<file path="config.mk">
export PLATFORM = sky130hd
export DESIGN_NAME = servo_pwm_driver_flat
export DESIGN_NICKNAME = d
export VERILOG_FILES = /design/src/rtl/servo_pwm_driver_if.sv /design/src/rtl/servo_pwm_driver.sv /design/src/flat_wrapper.sv
export SDC_FILE = /design/constraint.sdc
export NUM_CORES = 1
export LEC_CHECK = 0
export CORE_UTILIZATION = 45
export CTS_BUF_LIST = sky130_fd_sc_hd__clkbuf_16
export CTS_CLUSTER_DIAMETER = 60
export DETAILED_ROUTE_END_ITERATION = 10
export GPL_TIMING_DRIVEN = 0
export HOLD_SLACK_MARGIN = 0.15
export SYNTH_ARGS = -nofsm -noshare
export SYNTH_HDL_FRONTEND = slang
export SYNTH_SLANG_ARGS = --single-unit
</file>
<file path="constraint.sdc">
create_clock -name clock -period 8.5 [get_ports clock]
set_clock_uncertainty 0.2 [all_clocks]
set_input_delay 1.7 -clock clock [delete_from_list [all_inputs] [get_ports clock]]
set_output_delay 1.7 -clock clock [all_outputs]
set_load 0.01 [all_outputs]
</file>
<file path="src/rtl/servo_pwm_driver_if.sv">
// rtl/servo_pwm_driver_if.sv - angle command and PWM status bundle for the servo driver
interface servo_pwm_driver_if;
  logic [11:0] angle;
  logic        valid;
  logic        pwm;
  logic [11:0] current_angle;
  logic [20:0] pulse_width;
  logic        frame_start;

  modport master (
    output angle, valid,
    input  pwm, current_angle, pulse_width, frame_start
  );

  modport slave (
    input  angle, valid,
    output pwm, current_angle, pulse_width, frame_start
  );
endinterface

</file>
<file path="src/rtl/servo_pwm_driver.sv">
// rtl/servo_pwm_driver.sv - slew-limited servo PWM generator with shift-add width computation
module servo_pwm_driver #(
  parameter int PERIOD_CYCLES = 2000000,
  parameter int MIN_PULSE     = 100000,
  parameter int MAX_PULSE     = 200000,
  parameter int SLEW_STEP     = 16
) (
  input  logic                clock,
  input  logic                reset,
  servo_pwm_driver_if.slave   bus
);

  localparam logic [20:0] LAST_CNT  = 21'(PERIOD_CYCLES - 1);
  localparam logic [29:0] RANGE     = 30'(MAX_PULSE - MIN_PULSE);
  localparam logic [20:0] MIN_W     = 21'(MIN_PULSE);
  // 2048/4096 of the range is exactly half of it, floored
  localparam logic [20:0] MID_W     = 21'(MIN_PULSE + (MAX_PULSE - MIN_PULSE) / 2);
  localparam logic signed [12:0] STEP = 13'(SLEW_STEP);
  localparam logic [11:0] STEP12    = 12'(SLEW_STEP);
  localparam logic [11:0] LEVEL     = 12'd2048;

  typedef enum logic [1:0] {IDLE, SLEW, MULT, DONE} state_t;

  state_t      state_q, state_d;
  logic [20:0] cnt;
  logic [11:0] target;
  logic [11:0] cur_angle;
  logic [29:0] product;
  logic [3:0]  bit_idx;
  logic [20:0] next_width;
  logic [20:0] pulse_width;
  logic        pwm_q;
  logic signed [12:0] diff;

  assign diff = $signed({1'b0, target}) - $signed({1'b0, cur_angle});

  assign bus.pwm           = pwm_q;
  assign bus.current_angle = cur_angle;
  assign bus.pulse_width   = pulse_width;
  assign bus.frame_start   = (cnt == 21'd0) && !reset;

  always_ff @(posedge clock) begin
    if (reset) state_q <= IDLE;
    else       state_q <= state_d;
  end

  always_comb begin
    state_d = state_q;
    case (state_q)
      IDLE:    if (cnt == 21'd0) state_d = SLEW;
      SLEW:    state_d = MULT;
      MULT:    if (bit_idx == 4'd0) state_d = DONE;
      DONE:    state_d = IDLE;
      default: state_d = IDLE;
    endcase
  end

  always_ff @(posedge clock) begin
    if (reset) begin
      cnt         <= 21'd0;
      target      <= LEVEL;
      cur_angle   <= LEVEL;
      product     <= 30'd0;
      bit_idx     <= 4'd11;
      next_width  <= MID_W;
      pulse_width <= MID_W;
      pwm_q       <= 1'b0;
    end else begin
      cnt   <= (cnt == LAST_CNT) ? 21'd0 : cnt + 21'd1;
      // widths are never zero, so the old width also gives the right cnt==0 sample
      pwm_q <= (cnt < pulse_width);
      if (cnt == 21'd0) pulse_width <= next_width;
      if (bus.valid) target <= bus.angle;

      case (state_q)
        SLEW: begin
          if (diff > STEP)       cur_angle <= cur_angle + STEP12;
          else if (diff < -STEP) cur_angle <= cur_angle - STEP12;
          else                   cur_angle <= target;
          product <= 30'd0;
          bit_idx <= 4'd11;
        end
        MULT: begin
          // MSB-first shift-add: twelve steps accumulate cur_angle * RANGE
          product <= {product[28:0], 1'b0} + (cur_angle[bit_idx] ? RANGE : 30'd0);
          bit_idx <= bit_idx - 4'd1;
        end
        DONE: next_width <= MIN_W + {3'd0, product[29:12]};
        default: ;
      endcase
    end
  end

endmodule
</file>
<file path="src/flat_wrapper.sv">
// flat-port wrapper written by rule: the top's interface ports become plain ports
module servo_pwm_driver_flat 
#(
  parameter int PERIOD_CYCLES = 2000000,
  parameter int MIN_PULSE     = 100000,
  parameter int MAX_PULSE     = 200000,
  parameter int SLEW_STEP     = 16
)
  (clock, reset, bus_angle, bus_valid, bus_pwm, bus_current_angle, bus_pulse_width, bus_frame_start);
  servo_pwm_driver_if bus_i ();
  input  logic clock;
  input  logic reset;
  input wire logic [$bits(bus_i.angle)-1:0] bus_angle;
  input wire logic [$bits(bus_i.valid)-1:0] bus_valid;
  output wire logic [$bits(bus_i.pwm)-1:0] bus_pwm;
  output wire logic [$bits(bus_i.current_angle)-1:0] bus_current_angle;
  output wire logic [$bits(bus_i.pulse_width)-1:0] bus_pulse_width;
  output wire logic [$bits(bus_i.frame_start)-1:0] bus_frame_start;
  assign bus_i.angle = bus_angle;
  assign bus_i.valid = bus_valid;
  assign bus_pwm = bus_i.pwm;
  assign bus_current_angle = bus_i.current_angle;
  assign bus_pulse_width = bus_i.pulse_width;
  assign bus_frame_start = bus_i.frame_start;
  servo_pwm_driver #(.PERIOD_CYCLES(PERIOD_CYCLES), .MIN_PULSE(MIN_PULSE), .MAX_PULSE(MAX_PULSE), .SLEW_STEP(SLEW_STEP)) u_core (.clock(clock), .reset(reset), .bus(bus_i));
endmodule
</file>
==> metrics.md <==
| Metric | Value |
|---|---|
| Outcome | finished clean |
| Initial antenna violation count | 0 |
| Clk buf depth | 2 |
| Fin crit period | between 5000 and 6000 ps |
| Pre-CTS setup slack | around 3300 ps |
| DP Wirelength | around 13000 um |
| Via count | 5866 |
| Final core occ | 0.5513 |
| Syn. warnings | 0 |
| TritonCTS clock tree | built |
| TritonCTS Buffers | 17 |
| Die height | roughly 120 um |
| Worst-margin pin slew | 883.6 ps |
| Final max-slew violation count | 0 |
| Pin count of the biggest net entering global routing | 17 |
| Routed Antenna Nets | 0 |
| Number of synthesized flops with an enable pin | 0 |
| CORE AREA | between 10000 and 15000 um^2 |
| Hold path depth | 2 |
| Worst Path Max Fanout | 10 |
| Setup crit start kind | primary input |
| DIE AREA | 15540 um^2 |
| Max_cap viols | 0 |
| GRT Total Usage | 0.2289 |
| # hold bufs at CTS | 0 |
| DR WL/cell | 15.45 um |
| FP Rows | between 40 and 50 |
| # diodes | 0 |
| Post-synth ARST share | 0 |
| P&R area growth vs syn | 18.82% |
| Crit end category | output port |
| Crit path arrival time | roughly 3300 ps |
| Relative slew margins | 0.4047 |
| Port Buffers | 46 |
| Clock Sinks | approximately 120 |
| Ys flop type | dfxtp_1 |
| Total length of routed wires | 16690 um |
| Cells after Synth | between 800 and 900 |
| Post-cts resize count | 0 |
| Clk_lat worst skew | around 400 ps |
| Die width | 124.6 um |
| Post-CTS setup buffers | 0 |
| Root Buffer | clkbuf_16 |
| Hold Fails Final Rpt | 0 |
| Vias in the first global route | roughly 5700 |
| DRC | 0 |
| Post-synthesis sequential area ratio | 0.3401 |
| H-tree depth | 4 |
| Vias per std cell | ~5.4 |
| GPL Wtd Cong | between 0.8 and 0.9 |
| Nets | 946 |
| Initial Utilization | 0.4640 |
| Clock slew at reported path FFs | roughly 60 ps |
| Mapped cell area | 6769 um^2 |
| TNS Setup | 0 ps |
| Final setup vio count | 0 |
| Share of cells above drive strength 1 | 0.07254 |
| VDD IR-drop max | ~180 uV |
| WS Path Type | in2out |
| Drt initial violations | 370 |
| R2R cell count | 14 |
| Period utilisation layout | 0.6156 |
| Maximum clock rate | between 150 and 200 MHz |
| Worst Hold Margin | 275.9 ps |
| Reg2Reg Setup Slack | 4350 ps |
| Filler Cell Count | roughly 1300 |
| Mean Syn Cell Area | slightly above 8 um^2 |
| Power per Cell Area | between 200 and 300 nW/um^2 |
| Synth cell types | 78 |
| GRT overflow | 0 |
| Setup WS post-layout | ~3300 ps |
| WP data required | approximately 6600 ps |
| Unrepaired setup endpoints after global routing | no |
| Hold Crit Class | reg2reg |
| # IOs | 50 |
| First-pass GRT wire length | slightly below 30000 um |
| Leak pwr | roughly 3.3 nW |
| Yosys reg bits | around 120 |
| DRT Pass-1 Iters | 5 |
[synth_stat cells, drive strengths merged (2+ instances only)]
library cell / n / area share
nor2: 94 / 0.052
dfxtp: 115 / 0.34
and3: 11 / 0.010
xor2: 31 / 0.040
nand4: 9 / 0.0083
inv: 46 / 0.026
a311oi: 3 / 0.0039
nor4: 7 / 0.0074
o31ai: 5 / 0.0055
nand2b: 8 / 0.0074
nor3: 16 / 0.013
xnor2: 26 / 0.034
buf: 11 / 0.012
nand2: 82 / 0.046
o21bai: 3 / 0.0033
or2: 4 / 0.0037
mux4: 3 / 0.010
mux2i: 41 / 0.061
o211ai: 2 / 0.0022
clkbuf: 31 / 0.021
o221ai: 4 / 0.0052
a21oi: 56 / 0.042
a221oi: 2 / 0.0026
o21a: 2 / 0.0022
ha: 47 / 0.087
nand3b: 4 / 0.0044
and2: 3 / 0.0028
o2111ai: 4 / 0.0052
a31oi: 4 / 0.0059
or3: 8 / 0.0081
a21o: 15 / 0.017
a211oi: 3 / 0.0033
nand3: 35 / 0.026
nor2b: 20 / 0.018
o21ai: 34 / 0.025
[metal layers]
layer	vias up	global-route usage	part of all wire
met1	2780	0.3150	0.50
met2	110	0.3650	0.46
met5	-	0	0
met4	0	0.06520	0.0081
met3	9	0.04081	0.036
li1	2967	-	-
[registers in the layout, indices dropped and copies added (netlist names)]
signal	count
u_core.bit_idx	4
u_core.bus.current_angle	12
u_core.bus.pulse_width	19
u_core.bus.pwm	1
u_core.cnt	21
u_core.next_width	19
u_core.product	25
u_core.state_q	2
u_core.target	12
[cells in the final DEF (no fill, tap or decap), drive strengths merged, types with 11 or more instances in the layout]
master,count
nand3,35
nor2,94
xnor2,26
nand2,82
a21oi,56
nor2b,20
clkdlybuf4s50,46
nor3,16
o21ai,34
xor2,31
and3,11
dfxtp,115
clkbuf,48
inv,51
mux2i,41
ha,47
a21o,15
buf,11
[kinds of logic (layout without fill, tap and decap cells)]
family          Yosys count  count (layout)  share of synthesized area
xor+xnor                 57              57                    0.07375
other cells               1               2                  0.0005540
simple gates            309             309                     0.2181
mux                      45              45                    0.07227
fa+ha+maj                48              48                    0.08983
compound gates          154             154                     0.1466
flops                   115             115                     0.3401
buf+inv                  88             166                    0.05878
[stage by stage]
stage,power [mW],instances,cell area (um^2)
floorplan,1.340,818,6773
global placement,1.559,1048,7463
detailed placement,1.571,1048,7463
CTS,2.283,1080,8043
global route,2.430,1080,8043
finish,2.276,1080,8043
[final timing paths]
path / endpoint / start
setup / recovery: bus_frame_start / reset
hold / removal: u_core.bus.pulse_width[17] / u_core.next_width[17]
setup reg to reg: u_core.product[26] / u_core.bit_idx[0]
hold reg to reg: u_core.bus.pulse_width[17] / u_core.next_width[17]
[critical path, cell delays in order]
cell and delay (ps):
clkbuf_1 350, clkbuf_8 280, clkbuf_1 400, nor2_1 90, clkdlybuf4s50_1 500
[final cells by class]
cell class	count	area, um^2	area share
Tap cell	184	230.2	0.02862
Clock inverter	15	153.9	0.01914
Inverter	46	172.7	0.02147
Buffer	42	225.2	0.02800
Multi-Input combinational cell	615	4073	0.5064
Timing Repair Buffer	46	460.4	0.05725
Clock buffer	17	425.4	0.05289
Sequential cell	115	2302	0.2862
[where the power goes]
part           internal (mW)  leakage [nW]  switching [mW]  total (mW)
sequential             0.587         0.933          0.0551       0.642
combinational          0.391          2.09           0.541       0.932
clock                  0.433         0.278           0.269       0.702
No activity file was read; power rests on OpenSTA's default activity.
